### config.mk
export PLATFORM = sky130hd
export DESIGN_NAME = debounce_multi
export DESIGN_NICKNAME = d
export VERILOG_FILES = /design/src/rtl/debounce_multi.sv
export SDC_FILE = /design/constraint.sdc
export NUM_CORES = 1
export LEC_CHECK = 0
export ABC_AREA = 0
export BUFFER_PORTS_ARGS = -buffer_cell sky130_fd_sc_hd__buf_2
export CAP_MARGIN = 15
export CORE_ASPECT_RATIO = 2
export CORE_UTILIZATION = 31
export CTS_CLUSTER_SIZE = 12
export DETAILED_ROUTE_END_ITERATION = 16
export GPL_ROUTABILITY_DRIVEN = 0
export SLEW_MARGIN = 20
export SYNTH_ARGS = -nofsm -noshare
export SYNTH_HDL_FRONTEND = slang
export SYNTH_SLANG_ARGS = --single-unit
### constraint.sdc
create_clock -name clk -period 4.3 [get_ports clk]
set_input_delay 0.215 -clock clk [delete_from_list [all_inputs] [get_ports clk]]
set_output_delay 0.215 -clock clk [all_outputs]
set_load 0.01 [all_outputs]
### src/rtl/debounce_multi.sv
// Multi-channel switch/button debouncer: 2-flop synchroniser per channel, shared
// sample tick, per-channel stability counter with one-clock rise/fall strobes.
module debounce_multi #(
  parameter int unsigned CHANNELS     = 4,
  parameter int unsigned TICK_DIV     = 1_000_000,
  parameter int unsigned STABLE_TICKS = 4,
  parameter logic        INIT_LEVEL   = 1'b0
) (
  input  logic                clk,
  input  logic                reset_n,
  input  logic [CHANNELS-1:0] d_in,
  output logic [CHANNELS-1:0] q_out,
  output logic [CHANNELS-1:0] rise,
  output logic [CHANNELS-1:0] fall,
  output logic                tick
);

  localparam int unsigned TW = $clog2(TICK_DIV);
  localparam int unsigned CW = $clog2(STABLE_TICKS + 1);

  localparam logic [TW-1:0] TC_LAST  = TW'(TICK_DIV - 1);
  localparam logic [TW-1:0] TC_PRE   = TW'(TICK_DIV - 2);
  localparam logic [CW-1:0] CNT_LAST = CW'(STABLE_TICKS - 1);

  logic [CHANNELS-1:0] r_sync1;
  logic [CHANNELS-1:0] r_sync2;
  logic [TW-1:0]       r_tick_cnt;
  logic                r_tick;
  logic [CHANNELS-1:0] r_q;
  logic [CHANNELS-1:0] r_rise;
  logic [CHANNELS-1:0] r_fall;
  logic [CW-1:0]       r_cnt [CHANNELS];

  always_ff @(posedge clk or negedge reset_n) begin
    if (!reset_n) begin
      r_sync1 <= {CHANNELS{INIT_LEVEL}};
      r_sync2 <= {CHANNELS{INIT_LEVEL}};
    end else begin
      r_sync1 <= d_in;
      r_sync2 <= r_sync1;
    end
  end

  // tick is registered one count early so it is high exactly while the counter sits at TICK_DIV-1
  always_ff @(posedge clk or negedge reset_n) begin
    if (!reset_n) begin
      r_tick_cnt <= '0;
      r_tick     <= 1'b0;
    end else begin
      if (r_tick_cnt == TC_LAST) begin
        r_tick_cnt <= '0;
      end else begin
        r_tick_cnt <= r_tick_cnt + TW'(1);
      end
      r_tick <= (r_tick_cnt == TC_PRE);
    end
  end

  // A single clock of agreement between synchronised input and output aborts a pending change.
  always_ff @(posedge clk or negedge reset_n) begin
    if (!reset_n) begin
      r_q    <= {CHANNELS{INIT_LEVEL}};
      r_rise <= '0;
      r_fall <= '0;
      for (int i = 0; i < int'(CHANNELS); i++) begin
        r_cnt[i] <= '0;
      end
    end else begin
      r_rise <= '0;
      r_fall <= '0;
      for (int i = 0; i < int'(CHANNELS); i++) begin
        if (r_sync2[i] == r_q[i]) begin
          r_cnt[i] <= '0;
        end else if (r_tick) begin
          if (r_cnt[i] == CNT_LAST) begin
            r_q[i]    <= r_sync2[i];
            r_cnt[i]  <= '0;
            r_rise[i] <= r_sync2[i];
            r_fall[i] <= ~r_sync2[i];
          end else begin
            r_cnt[i] <= r_cnt[i] + CW'(1);
          end
        end
      end
    end
  end

  assign q_out = r_q;
  assign rise  = r_rise;
  assign fall  = r_fall;
  assign tick  = r_tick;

endmodule

==> results of run 1 <==
[path summary, 6_finish.rpt]
kind	slack, ps	to	cells past startpoint	startpoint
setup / recovery	2600	r_tick_cnt[5]	4	r_tick_cnt[6]
hold / removal	30	r_sync1[0]	1	d_in[0]
setup reg to reg	2600	r_tick_cnt[5]	4	r_tick_cnt[6]
hold reg to reg	350	r_sync2[1]	0	r_sync1[1]
max in group asynchronous	3810	r_sync1[2]	2	reset_n
min in group asynchronous	40	fall[1]	2	reset_n
[layout by cell type, fill, tap and decap left out, types with 3 or more instances in the layout]
cell	synthesis	final
dfrtp_1	53	53
a21oi_1	10	10
clkbuf_16	0	5
and3_1	3	3
nor4b_1	7	7
nand2b_1	13	13
xnor2_1	9	9
nor2_1	18	18
xor2_1	9	9
nand3_1	10	10
or3_1	4	4
and4_1	3	3
nand4_1	9	9
nand2_1	12	12
o21ai_0	3	3
buf_2	1	18
mux2_1	3	3
nand3b_1	5	5
ha_1	6	6
[logic make-up (layout without fill, tap and decap cells)]
group | Yosys count | after routing | synth area share [%]
AOI/OAI and AO/OA | 15 | 15 | 3.48
buffers and inverters | 5 | 28 | 1.22
xor gates and xnor gates | 18 | 18 | 6.97
DFF | 53 | 53 | 58.6
adders and majority gates | 6 | 6 | 3.32
and+or+nand+nor | 94 | 94 | 24.4
muxes | 4 | 4 | 1.99
[stage by stage]
step                      instances  power (mW)  util (%)  area [sq um]  setup slack [ps]
after floorplan                 195       0.517         -          2260              2760
after global placement          300       0.530      35.0          2450              2680
after detailed placement        300       0.531      35.0          2450              2630
after CTS                       308       0.989      37.4          2620              2620
after global routing            308        1.00      37.4          2620              2520
final                           308       0.972      37.4          2620              2600
[registers in the layout (all words and copies together) (netlist names)]
register / count
r_sync2: 4
rise: 4
r_cnt: 12
r_sync1: 4
fall: 4
r_tick_cnt: 20
q_out: 4
tick: 1
[report_power, final]
part,total [mW],internal (mW),leakage (nW),switching [mW]
Sequential,0.505,0.502,0.708,0.00252
Clock,0.452,0.276,0.0810,0.176
Combinational,0.0155,0.00389,0.410,0.0116
Total,0.972,0.782,1.20,0.190
[layout make-up]
cell class              count  area (sq um)
clock buffers               6           129
clock inverters             2          38.8
fillers                   693          4380
inverters                   1          3.75
multi-input cells         137           908
flip-flops and latches     53          1330
well taps                  90           113
repair buffers             19          97.6
[routing by layer]
metal  GRT usage [%]  share of wire [%]
met2            22.8                 57
met5               0                  0
met3            2.60                2.3
met1            11.0                 37
met4            6.83                3.3
[worst max-delay path, cell delays in order (launching register included)]
cell,delay (ps)
dfrtp_1,430
nor4bb_1,450
nand4_1,280
nor2_4,320
nor2_1,90
==> impl_metrics.toml, run 1 <==
[synth]
synthTopCellsByArea = "dfrtp_1, nand2b_1, xnor2_1"
ys_ff_latch = 53
synth_edf_count = 0
synth.top_cells.by_count = "dfrtp_1, nor2_1, nand2b_1"
synth.top_cell.area_share_pct = 58.6
synth.largest_area_cell = "dfrtp_1"
synthMostInstantiatedCell = "dfrtp_1"
async_reset_ff_share_pct = 100
synth_ff_type = "dfrtp_1"
postSynthAreaPerCell_sq_um = 11.6
synth-seq-area-share_pct = 58.6
ys_types = 32
synth_warnings = 0
synth.net_count = 207
synth.cell_area_sq_um = 2260
synth_cells = 195

[clock_tree]
cts_max_level = 2
ctsResizeCount = 0
postCtsSetupBuffers = 0
cts-hold-fix-buffers = 0
max-clock-path-buffers = 2
cts_buffers = 5
clock_sinks = 53
clk_pin_slew_worst_paths_ps = 70
cts_root_buf = "clkbuf_16"
cts_tree = "yes"
insertion_delay_ps = 290

[flow_run]
maxCapViolations = 0

[sta]
finalSetupTns_ps = 0
fmax_mhz = 590
fin_hold_ws_ps = 25.6
tightest_slew_ps = 670
rsz0062_at_grt = "no"
fin_skew_ps = 4.58
finalSetupViolations = 0
relSlewSlack_pct = 55.3
drv_slew = 0
fin_crit_sh_pct = 39.4
hold_viol = 0
layout_min_cycle_time_ps = 1700

[layout]
nNetsFinal = 229
antennaDiodeCount = 0
drive_above_1_share_pct = 13.8
syn2layout_area_growth_pct = 15.7

[critical_path]
worstSetupPathType = "reg2reg"
worstPathRequired_ps = 4470
crit_fanout = 10
cp.arrival_ps = 1870
cp-start-kind = "flip-flop"
cp-end-kind = "flip-flop"

[pwr]
power.leakage_nw = 1.20
ir_drop_v = 0.000142
powerDensity_nw_per_um2 = 371

[min_path]
hold_class = "in2reg"

[global_route]
grt_pass1_wl_um = 7020
antenna_found_initial = 0
grt_pass1_vias = 1550
groute.usage.overall_pct = 11.8
grt-ovfl-total = 0
grt_start_max_net_pins = 54

[placement]
port_buffers = 18
dpl.hpwl_um = 2940

[drt]
drt_iter0_drc = 67
drc = 0
avgViaCountPerCell = 4.85
route.detailed.wl_per_inst_um = 13.5
drtPass1Iterations = 4
ant_nets = 0
via_count = 1494
routed_wl_um = 4150

[status]
status = "completed"

[floorplan]
num_rows = 43
core_area_sq_um = 6990
die_x_um = 62.4
start_util_pct = 32.3
die-area_sq_um = 7660
die_y_um = 123
ios = 19
(Power assumes the default switching activity.)
==> inputs of run 2 (changes only) <==
- ABC_AREA: 0 -> 1
- clock period: 4.3 -> 1.6 ns (I/O delays scaled with it)
==> impl_metrics.toml, run 2 <==
[drt]
ant_nets = 0
route.detailed.wl_per_inst_um = 11.7
avgViaCountPerCell = 4.47
drtPass1Iterations = 6
routed_wl_um = 4740
via_count = 1809
drt_iter0_drc = 48
drc = 0

[synth]
postSynthAreaPerCell_sq_um = 9.03
synth.cell_area_sq_um = 2500
synth-seq-area-share_pct = 53.0
synth_edf_count = 0
synth_cells = 277
ys_types = 28
synth_warnings = 0
ys_ff_latch = 53
synth.largest_area_cell = "dfrtp_1"
synthMostInstantiatedCell = "nand2_1"
synth_ff_type = "dfrtp_1"
synth.net_count = 289
synth.top_cell.area_share_pct = 53.0
synthTopCellsByArea = "dfrtp_1, nand2_1, inv_1"
synth.top_cells.by_count = "nand2_1, dfrtp_1, inv_1"
async_reset_ff_share_pct = 100

[pwr]
powerDensity_nw_per_um2 = 847
pwr-share-comb_pct = 2.5
finalPower_mw = 2.47
power.leakage_nw = 1.58
switchingPower_uw = 526
p_int_mw = 1.94
ir_drop_v = 0.000580
swShare_pct = 21.3
clkPwrFrac_pct = 42.7
seq_power_share_pct = 54.9

[sta]
fin_hold_ws_ps = 300
tightest_slew_ps = 535
fin_skew_ps = 4.79
drv_slew = 0
finalSetupTns_ps = 0
fmax_mhz = 724
finalSetupViolations = 0
hold_viol = 0
fin_crit_sh_pct = 86.4
rsz0062_at_grt = "no"
relSlewSlack_pct = 64.3
layout_min_cycle_time_ps = 1380

[placement]
dpl.hpwl_um = 3680
port_buffers = 18

[global_route]
grt_pass1_wl_um = 8050
grt_pass1_vias = 1822
grt_start_max_net_pins = 23
antenna_found_initial = 0
grt-ovfl-total = 0
groute.usage.overall_pct = 12.8

[status]
status = "completed"

[layout]
final_common_cell = "nand2_1"
mostFrequentLayoutCells = "nand2_1, dfrtp_1, inv_1, nor2_1, nand3_1"
reg_top3 = "r_tick_cnt x20, r_cnt x12"
antennaDiodeCount = 0
drive_above_1_share_pct = 20.4
largest_register_ffs = 20
syn2layout_area_growth_pct = 16.5
largest_register = "r_tick_cnt"
nNetsFinal = 321

[critical_path]
rr_worst_depth = 8
rrSetupSlack_ps = 220
cpMostUsedCell = "inv_2"
critPathBufInv = 2
worstPathCellList = "ha_1 -> nand2_2 -> nor2_4 -> nand2_1 -> inv_2 -> nand3_4 -> inv_2 -> nor2_1"
startpoint = "r_tick_cnt[1]"
slowest_stage = "dfrtp_1"
cp-start-kind = "flip-flop"
cp.arrival_ps = 1570
regToRegStartpoint = "r_tick_cnt[1]"
r2r_end = "r_tick_cnt[9]"
worstPathRequired_ps = 1780
crit_fanout = 6
worstSetupPathType = "reg2reg"
critical_path.top_delay_family = "simple AND/OR/NAND/NOR gates"
cp_slowest_stage_delay_ps = 390
cp-end-kind = "flip-flop"

[clock_tree]
cts_buffers = 5
insertion_delay_ps = 290
ctsResizeCount = 0
clk_pin_slew_worst_paths_ps = 60
cts_tree = "yes"
cts_root_buf = "clkbuf_16"
cts_max_level = 2
max-clock-path-buffers = 2
clock_sinks = 53

[floorplan]
start_util_pct = 31.7
ios = 19
core_area_sq_um = 7890
die_x_um = 65.5
die-area_sq_um = 8460
die_y_um = 129
num_rows = 46

[min_path]
hold_class = "in2async"

[flow_run]
maxCapViolations = 0
==> run 2: cell types whose count changed after synthesis, sizes merged, moves of 13 or more <==
cell	before	now
inv	1	44
nand2	12	62
nand2b	13	0
nand3	10	24
nor2	19	49
==> run 2: per-layer routing <==
metal / track usage (%) / routed length [um]
met1: 12.2 / 1800
met2: 23.9 / 2650
met3: 1.58 / 70
met4: 9.72 / 220
met5: 0 / 0
==> run 2: worst reg2reg max path, cell delays in order, from the launching register on <==
cell and delay (ps):
dfrtp_1 390, ha_1 200, nand2_2 80, nor2_4 170, nand2_1 90, inv_2 80, nand3_4 110, inv_2 110
nor2_1 50
==> run 2: power by group through the flow <==
stage	Clock, mW	Sequential, mW	Combinational, mW
floorplan	0	1.38	0.0137
global placement	0	1.38	0.0535
detailed placement	0	1.38	0.0552
CTS	1.08	1.36	0.0643
global route	1.12	1.36	0.0713
finish	1.05	1.36	0.0609
==> run 2: cells by family after synthesis <==
kind of cell | count (synthesis) | synth area share (%)
AND/OR/NAND/NOR | 145 | 29.1
flip-flops | 53 | 53.0
adder cells (fa/ha/maj) | 6 | 3.00
AO/OA/AOI/OAI | 19 | 4.40
XOR/XNOR | 9 | 3.45
buffers and inverters | 45 | 7.05
==> run 2: layout make-up <==
cell class	instances	area, sq um
flip-flops and latches	53	1330
repair buffers	26	163
well taps	96	120
multi-input cells	179	1000
fillers	803	4970
inverters	44	165
clock inverters	2	16.3
clock buffers	5	125
==> run 2: stage by stage <==
stage	utilization, %	area [sq um]	worst slack, ps	std cells
3_3_place_gp	34.5	2720	251	393
5_1_grt	37.0	2920	104	405
6_report	37.0	2920	218	405
2_1_floorplan	-	2500	338	277
4_1_cts	37.0	2920	204	405
3_5_place_dp	34.5	2720	217	393
==> run 2: worst max-delay path by stage <==
stage,endpoint,slack (ps),cells past startpoint
2_1_floorplan,r_tick_cnt[12],340,7
3_3_place_gp,r_tick_cnt[14],250,8
3_5_place_dp,r_tick_cnt[9],220,8
4_1_cts,r_tick_cnt[16],200,8
5_1_grt,r_tick_cnt[16],100,8
6_report,r_tick_cnt[9],220,8
==> run 2: repair_timing <==
item | CTS | global route
hold buffers | 5 | 0
setup buffers | 0 | 0
endpoints found under the hold margin | 24 | 0
